`src/rtl/vga_scan_pkg.sv`:
```
// rtl/vga_scan_pkg.sv - shared scan timing constants, derived totals and coordinate type
//
// Shared by the scan generator, the colour detector and the overlay logic.
// Contents: default VGA 640x480 timing, default ROI window, h_total/v_total
// helpers, the 10-bit coordinate type and a half-open range test.
package vga_scan_pkg;

  localparam int DEF_H_VISIBLE = 640;
  localparam int DEF_H_FP      = 16;
  localparam int DEF_H_SYNC    = 96;
  localparam int DEF_H_BP      = 48;
  localparam int DEF_V_VISIBLE = 480;
  localparam int DEF_V_FP      = 10;
  localparam int DEF_V_SYNC    = 2;
  localparam int DEF_V_BP      = 33;

  localparam int DEF_ROI_X0 = 270;
  localparam int DEF_ROI_X1 = 370;
  localparam int DEF_ROI_Y0 = 160;
  localparam int DEF_ROI_Y1 = 320;

  // Largest count any axis may reach; coordinates are 10 bits wide.
  localparam int MAX_TOTAL = 1024;

  typedef logic [9:0] coord_t;

  function automatic int axis_total(input int visible, input int fp, input int sync, input int bp);
    return visible + fp + sync + bp;
  endfunction

  function automatic int h_total(input int visible, input int fp, input int sync, input int bp);
    return axis_total(visible, fp, sync, bp);
  endfunction

  function automatic int v_total(input int visible, input int fp, input int sync, input int bp);
    return axis_total(visible, fp, sync, bp);
  endfunction

  // Half-open test lo <= c < hi, done in int so bounds of 1024 do not alias to 0.
  function automatic logic in_band(input coord_t c, input int lo, input int hi);
    return (int'(c) >= lo) && (int'(c) < hi);
  endfunction

endpackage

```
`src/rtl/scan_axis_counter.sv`:
```
// rtl/scan_axis_counter.sv - one raster axis: wrapping counter with registered sync/visible decode
//
// Ports:
//   Clk, RST     clock, synchronous active-high reset
//   step         advance the counter by one position
//   count        current position, 0..TOTAL-1
//   count_next   position after this cycle (feeds decoders registered elsewhere)
//   wrap         high in the cycle the counter steps from TOTAL-1 back to 0
//   sync_n       low while count is inside the sync pulse
//   visible      high while count is inside the active region
module scan_axis_counter
  import vga_scan_pkg::*;
#(
  parameter int VISIBLE = DEF_H_VISIBLE,
  parameter int FP      = DEF_H_FP,
  parameter int SYNC    = DEF_H_SYNC,
  parameter int BP      = DEF_H_BP
) (
  input  logic   Clk,
  input  logic   RST,
  input  logic   step,
  output coord_t count,
  output coord_t count_next,
  output logic   wrap,
  output logic   sync_n,
  output logic   visible
);

  localparam int     TOTAL   = axis_total(VISIBLE, FP, SYNC, BP);
  localparam coord_t LAST    = coord_t'(TOTAL - 1);
  localparam int     SYNC_LO = VISIBLE + FP;
  localparam int     SYNC_HI = VISIBLE + FP + SYNC;

  assign wrap = step && (count == LAST);

  always_comb begin
    count_next = count;
    if (step) begin
      count_next = (count == LAST) ? '0 : count + coord_t'(1);
    end
  end

  // Flags are decoded from count_next so they land in the same edge as the
  // count itself; when step is low count_next == count and everything holds.
  always_ff @(posedge Clk) begin
    if (RST) begin
      count   <= '0;
      sync_n  <= !in_band('0, SYNC_LO, SYNC_HI);
      visible <= in_band('0, 0, VISIBLE);
    end else begin
      count   <= count_next;
      sync_n  <= !in_band(count_next, SYNC_LO, SYNC_HI);
      visible <= in_band(count_next, 0, VISIBLE);
    end
  end

endmodule

```
`src/rtl/vga_scan_gen.sv`:
```
// rtl/vga_scan_gen.sv - VGA raster scan generator with sync, blank, strobes and optional ROI flag
//
// Optional feature macro: VGA_SCAN_ROI_EN (ROI window decoder; tied off when undefined).
// Ports:
//   Clk, RST            clock, synchronous active-high reset
//   pix_en              pixel-clock enable; scan advances only when high
//   Draw_X, Draw_Y      current column / row
//   hs_n, vs_n          active-low horizontal / vertical sync
//   blank_n             high while the position is visible
//   line_start          one-cycle pulse when Draw_X wraps to 0
//   frame_start         one-cycle pulse when the scan wraps to (0,0)
//   frame_count         completed frames, modulo 256
//   in_roi, roi_done    ROI membership and end-of-ROI pulse
module vga_scan_gen
  import vga_scan_pkg::*;
#(
  parameter int H_VISIBLE = DEF_H_VISIBLE,
  parameter int H_FP      = DEF_H_FP,
  parameter int H_SYNC    = DEF_H_SYNC,
  parameter int H_BP      = DEF_H_BP,
  parameter int V_VISIBLE = DEF_V_VISIBLE,
  parameter int V_FP      = DEF_V_FP,
  parameter int V_SYNC    = DEF_V_SYNC,
  parameter int V_BP      = DEF_V_BP,
  parameter int ROI_X0    = DEF_ROI_X0,
  parameter int ROI_X1    = DEF_ROI_X1,
  parameter int ROI_Y0    = DEF_ROI_Y0,
  parameter int ROI_Y1    = DEF_ROI_Y1
) (
  input  logic       Clk,
  input  logic       RST,
  input  logic       pix_en,
  output coord_t     Draw_X,
  output coord_t     Draw_Y,
  output logic       hs_n,
  output logic       vs_n,
  output logic       blank_n,
  output logic       line_start,
  output logic       frame_start,
  output logic [7:0] frame_count,
  output logic       in_roi,
  output logic       roi_done
);

  if (h_total(H_VISIBLE, H_FP, H_SYNC, H_BP) > MAX_TOTAL ||
      v_total(V_VISIBLE, V_FP, V_SYNC, V_BP) > MAX_TOTAL) begin : g_bad_total
    $error("vga_scan_gen: scan totals exceed 1024");
  end
  if (!(ROI_X0 < ROI_X1 && ROI_X1 <= H_VISIBLE &&
        ROI_Y0 < ROI_Y1 && ROI_Y1 <= V_VISIBLE)) begin : g_bad_roi
    $error("vga_scan_gen: ROI window outside the visible area or empty");
  end

  coord_t x_next, y_next;
  logic   h_wrap, v_wrap, v_step;
  logic   h_vis, v_vis;

  assign v_step = h_wrap && pix_en;

  scan_axis_counter #(
    .VISIBLE(H_VISIBLE), .FP(H_FP), .SYNC(H_SYNC), .BP(H_BP)
  ) u_h_axis (
    .Clk        (Clk),
    .RST        (RST),
    .step       (pix_en),
    .count      (Draw_X),
    .count_next (x_next),
    .wrap       (h_wrap),
    .sync_n     (hs_n),
    .visible    (h_vis)
  );

  scan_axis_counter #(
    .VISIBLE(V_VISIBLE), .FP(V_FP), .SYNC(V_SYNC), .BP(V_BP)
  ) u_v_axis (
    .Clk        (Clk),
    .RST        (RST),
    .step       (v_step),
    .count      (Draw_Y),
    .count_next (y_next),
    .wrap       (v_wrap),
    .sync_n     (vs_n),
    .visible    (v_vis)
  );

  // Both inputs are registered flags, so blank_n has no skew against the coordinates.
  assign blank_n = h_vis && v_vis;

  // h_wrap already includes pix_en, so strobes drop on enable-low cycles.
  always_ff @(posedge Clk) begin
    if (RST) begin
      line_start  <= 1'b0;
      frame_start <= 1'b0;
      frame_count <= '0;
    end else begin
      line_start  <= h_wrap;
      frame_start <= h_wrap && v_wrap;
      if (h_wrap && v_wrap) begin
        frame_count <= frame_count + 8'd1;
      end
    end
  end

`ifdef VGA_SCAN_ROI_EN
  logic roi_q, roi_done_q;

  always_ff @(posedge Clk) begin
    if (RST) begin
      roi_q      <= in_band('0, ROI_X0, ROI_X1) && in_band('0, ROI_Y0, ROI_Y1);
      roi_done_q <= 1'b0;
    end else begin
      roi_q      <= in_band(x_next, ROI_X0, ROI_X1) && in_band(y_next, ROI_Y0, ROI_Y1);
      // Leaving the final ROI pixel marks the whole window as scanned.
      roi_done_q <= pix_en && (Draw_X == coord_t'(ROI_X1 - 1)) && (Draw_Y == coord_t'(ROI_Y1 - 1));
    end
  end

  assign in_roi   = roi_q;
  assign roi_done = roi_done_q;
`else
  logic unused_roi_next;
  assign unused_roi_next = ^{x_next, y_next};
  assign in_roi   = 1'b0;
  assign roi_done = 1'b0;
`endif

endmodule

```
`config.mk`:
```
export PLATFORM = sky130hd
export DESIGN_NAME = vga_scan_gen
export DESIGN_NICKNAME = d
export VERILOG_FILES = /design/src/rtl/vga_scan_pkg.sv /design/src/rtl/scan_axis_counter.sv /design/src/rtl/vga_scan_gen.sv
export SDC_FILE = /design/constraint.sdc
export NUM_CORES = 1
export LEC_CHECK = 0
export ABC_AREA = 0
export BUFFER_PORTS_ARGS = -buffer_cell sky130_fd_sc_hd__buf_2
export CAP_MARGIN = 20
export CORE_MARGIN = 1
export CORE_UTILIZATION = 45
export DETAILED_ROUTE_END_ITERATION = 8
export HOLD_SLACK_MARGIN = 0.12
export PLACE_DENSITY = 0.79
export SYNTH_ARGS = -nofsm -noshare
export SYNTH_HDL_FRONTEND = slang
export SYNTH_HIERARCHICAL = 1
export SYNTH_SLANG_ARGS = --single-unit
```
`constraint.sdc`:
```
create_clock -name Clk -period 9.5 [get_ports Clk]
set_input_delay 1.425 -clock Clk [delete_from_list [all_inputs] [get_ports Clk]]
set_output_delay 1.425 -clock Clk [all_outputs]
set_load 0.01 [all_outputs]
```
; ---- Word-level counts from Yosys, hierarchy flattened
; Cells that the tools add are included.
[totals]
ff_bits = 34
elab_cells = 33
inputBits = 3
[op_classes]
n_addsub = 3
reduce_logical = 9
eq_ne = 2
order_cmp = 6
muxes = 4
[op_table]
columns = op, n
row1 = 10-bit two-way mux, 4
row2 = "10-bit by 1-bit adder with 10-bit output, second input constant", 2
row3 = "10-bit == test, second input constant", 2
row4 = "10-bit less-than comparator, second input constant", 2
row5 = "10-bit by 9-bit less-than comparator with 1-bit output, second input constant", 2
row6 = "10-bit greater-or-equal comparator, second input constant", 1
row7 = "10-bit by 9-bit greater-or-equal comparator with 1-bit output, second input constant", 1
row8 = "8-bit by 1-bit adder with 8-bit output, second input constant", 1
row9 = 1-bit logical AND, 7
row10 = 1-bit zero test, 2

; ---- Logic depth before layout (Yosys ltp)
[logic_depth]
depth_word = 7
mapped_depth = 12

; ---- By module
; The synthesis kept the hierarchy.
[modules_own_cells]
columns = mod, area_per_inst_um2, instances, seq_area_each_um2, cells_per_inst
row1 = scan_axis_counter (u_h_axis), 711.9, 1, 240.2, 86
row2 = scan_axis_counter (u_v_axis), 680.7, 1, 240.2, 84
row3 = vga_scan_gen, 425.4, 1, 200.2, 49

; ---- Worst setup path after synthesis
; No wires, ideal clock.
[synth_timing]
path_kind = input to register
startpoint = in pix_en
endpoint = reg frame_count[7]
t_arrival_ps = 4507
setup_time_ps = 71
t_required_ps = 9429
stages = 11
path_slack_ps = 4922
n_path_buf = 3
cell_sequence = buf_2 > nand4_4 > nor4_1 > and2_1 > buf_2 > and3_2 > and4_1 > buf_2 > nand4_2 > or4_1 > a21oi_1
[synth_via]
elab_chain_cells = 4
[synth_rtl]
columns = element, line
row1 = from (decl), vga_scan_gen.sv:32  ; input logic pix_en,
row2 = 1-bit logical AND, scan_axis_counter.sv:34  ; assign wrap = step && (count == LAST);
row3 = net h_wrap, vga_scan_gen.sv:55  ; logic h_wrap, v_wrap, v_step;
row4 = 1-bit logical AND, vga_scan_gen.sv:58  ; assign v_step = h_wrap && pix_en;
row5 = net v_step, vga_scan_gen.sv:55
row6 = 1-bit logical AND, scan_axis_counter.sv:34
row7 = net v_wrap, vga_scan_gen.sv:55
row8 = 1-bit logical AND, vga_scan_gen.sv:98  ; if (h_wrap && v_wrap) begin
row9 = to (signal assigned), vga_scan_gen.sv:99  ; frame_count <= frame_count + 8'd1;
row10 = to (decl), vga_scan_gen.sv:40  ; output logic [7:0] frame_count,
; The timed path passes the listed nets, and every way through them passes these cells.
; A chain may end at the register's enable or synchronous reset.

; ---- Worst setup path in the final report
; Ends and elaborated chain as after synthesis.

==> out/results.md <==
| Result | Value |
|---|---|
| Post-CTS Setup Repair Bufs | 0 |
| Root Driver | clkbuf_8 |
| Final Cycle Share | 0.399 |
| Fraction of layout instances using a drive strength above 1 | 0.227 |
| CTS buffer count | 5 |
| Hold-fix buffers at CTS | 0 |
| Maximum root-to-sink buffer count | 2 |
| Setup crit start kind | input port |
| Final critical delay including setup and external delays | 3.79 ns |
| Required time reported for the critical path endpoint | 9.71 ns |
| Die area | 0.00419 sq mm |
| Worst setup path startpoint | pix_en |
| Worst setup slack after layout | 5.71 ns |
| Worst reg2reg startpoint | u_h_axis/count[0]$_SDFF_PP0_ |
| Pins Over Slew Limit | 0 |
| Nets | 244 |
| Upper clock frequency limit | 264 MHz |
| CP Max Fanout | 11 |
| Setup Total Neg Slack | 0 ns |
| Leakage power | 0.826 nW |
| Via/cell ratio | 5.43 |
| Final antenna-violating net count | 0 |
| Placeable core region | 0.00372 sq mm |
| Mapped Avg Cell Area | 8.59 sq um |
| Pin count of the biggest net entering global routing | 23 |
| Min-delay worst type | register to register |
| Skew-Pair Late Insertion Delay | 0.28 ns |
| I/O Pins | 38 |
| Die W | 64.7 um |
| Hold Fails Final Rpt | 0 |
| Wire length of the first global-routing pass | 5.90 mm |
| Endpoint of the worst setup timing path | frame_count[7]$_SDFFE_PP0P_ |
| Pre-CTS WS | 5.42 ns |
| Unrepaired setup endpoints after global routing | false |
| H-tree depth | 2 |
| Die H | 64.7 um |
| Count of vias placed by the detailed router | 1554 |
| Port Buf Inserts | 35 |
| Vias in the first global route | 1325 |
| Clock input transition at the sequential cells of the worst setup and hold paths | 0.07 ns |
| Number of filler instances in the final layout | 367 |
| Relative area change from synthesis to final layout | 15.8% |
| Number of optimization iterations in the first detailed-route pass | 4 |
| Critical path class | input port to register |
| Number of antenna violations at the first check in global routing | 0 |
| Arrival time at the worst endpoint | 4.00 ns |
| CTS tree | yes |
| # setup viols final | 0 |
| Reg2Reg Depth | 10 |
| Critical register-to-register path endpoint | frame_count[7]$_SDFFE_PP0P_ |
| Initial Utilization | 0.476 |
| Worst clock skew | 0.00502 ns |
| Power density relative to cell area | 135 mW/mm^2 |
| Netlist Area Pre-Place | 0.00177 sq mm |
| Synth Warn # | 6 |
| Remaining DRCs | 0 |
| Row count | 22 |
| Element type at the critical path end | register |
| Number of clock sinks | 34 |
| WL/cell | 12.5 um |
| RD Place Congestion | 0.865 |
| Gate Count Post-Synth | 206 |
| Status | finished clean |
| Resize count post-CTS | 0 |
| Sum of net half-perimeters after detailed placement | 2.52 mm |
| Total global-route track usage | 0.179 |
| Minimum setup slack among reg-to-reg paths | 6.34 ns |
| Wire length reported by the detailed router | 3.58 mm |
| Ant. Diodes | 0 |
| Gr ovfl total | 0 |
| Iteration-0 DRC Markers | 69 |
| Worst IR Drop VDD | 0.0000880 V |
| Number of violations of the max-capacitance limit | 0 |
layout make-up:
cell class	instances	area, sq um	share of cell area
Clock buffer	7	76.3	0.0373
Sequential cell	34	681	0.332
Multi-Input combinational cell	153	992	0.484
Inverter	7	26.3	0.0128
Clock inverter	1	30.0	0.0147
Tap cell	48	60.1	0.0293
Timing Repair Buffer	36	183	0.0892
power by group:
group | switching, mW | internal [mW]
Clock | 0.0478 | 0.0784
Combinational | 0.00451 | 0.00219
Sequential | 0.000966 | 0.143
Total | 0.0532 | 0.224
per-layer routing:
metal | vias to the layer above | wire (um) | GRT usage
met3 | 6 | 198 | 0.0581
met4 | 0 | 27 | 0.0417
met5 | - | 0 | 0
li1 | 781 | - | -
met1 | 708 | 1720 | 0.235
met2 | 59 | 1640 | 0.284
worst min-delay path by stage:
stage	start	to	depth (start not counted)
floorplan	frame_count[7]$_SDFFE_PP0P_	frame_count[7]$_SDFFE_PP0P_	2
global placement	frame_count[7]$_SDFFE_PP0P_	frame_count[7]$_SDFFE_PP0P_	2
detailed placement	frame_count[7]$_SDFFE_PP0P_	frame_count[7]$_SDFFE_PP0P_	2
CTS	frame_count[7]$_SDFFE_PP0P_	frame_count[7]$_SDFFE_PP0P_	2
global route	frame_count[7]$_SDFFE_PP0P_	frame_count[7]$_SDFFE_PP0P_	2
finish	frame_count[7]$_SDFFE_PP0P_	frame_count[7]$_SDFFE_PP0P_	2
placed cells by master, fill, tap and decap left out, types with 2 or more instances in the layout:
cell      count
nand4_1       7
and3_1        3
conb_1        2
o21bai_1      2
o21ai_0       8
nand3_1       9
nand2b_1      3
and2_1        2
nand4_2       2
nor2_1       19
a21oi_1       9
clkbuf_8      5
or2_1         2
xnor2_1      11
a31oi_1       2
clkbuf_1      2
dfxtp_1      34
nand2_1      16
nor2b_1       8
and4_1        3
ha_1          4
inv_1         7
xor2_1        7
buf_2        35
o211ai_1      2
or4_1         2
nor3_1        7
and3_2        2
or3_1         5
flip-flops by register name, indices dropped and copies added, names as in the netlist:
name              flops
u_h_axis/visible      1
u_v_axis/count       10
frame_count           8
frame_start           1
line_start            1
u_v_axis/sync_n       1
u_h_axis/count       10
u_h_axis/sync_n       1
u_v_axis/visible      1
critical path: stages:
cell     delay (ns)
buf_2          0.21
nand4_4        0.17
nor4_1         0.32
buf_4          0.20
and2_1         0.30
and3_2         0.28
and4_1         0.28
nand4_2        0.18
or4_1          0.50
a21oi_1        0.14
metrics by stage:
step | cell area [sq um] | hold WS, ns | instances | util | power, mW
final | 2050 | 0.490 | 286 | 0.551 | 0.277
after detailed placement | 1940 | 0.483 | 278 | 0.523 | 0.154
after floorplan | 1770 | 0.496 | 207 | - | 0.153
after global placement | 1940 | 0.468 | 278 | 0.523 | 0.154
after global routing | 2050 | 0.505 | 286 | 0.551 | 0.289
after CTS | 2050 | 0.492 | 286 | 0.551 | 0.280
No activity file was read; power rests on OpenSTA's default activity.
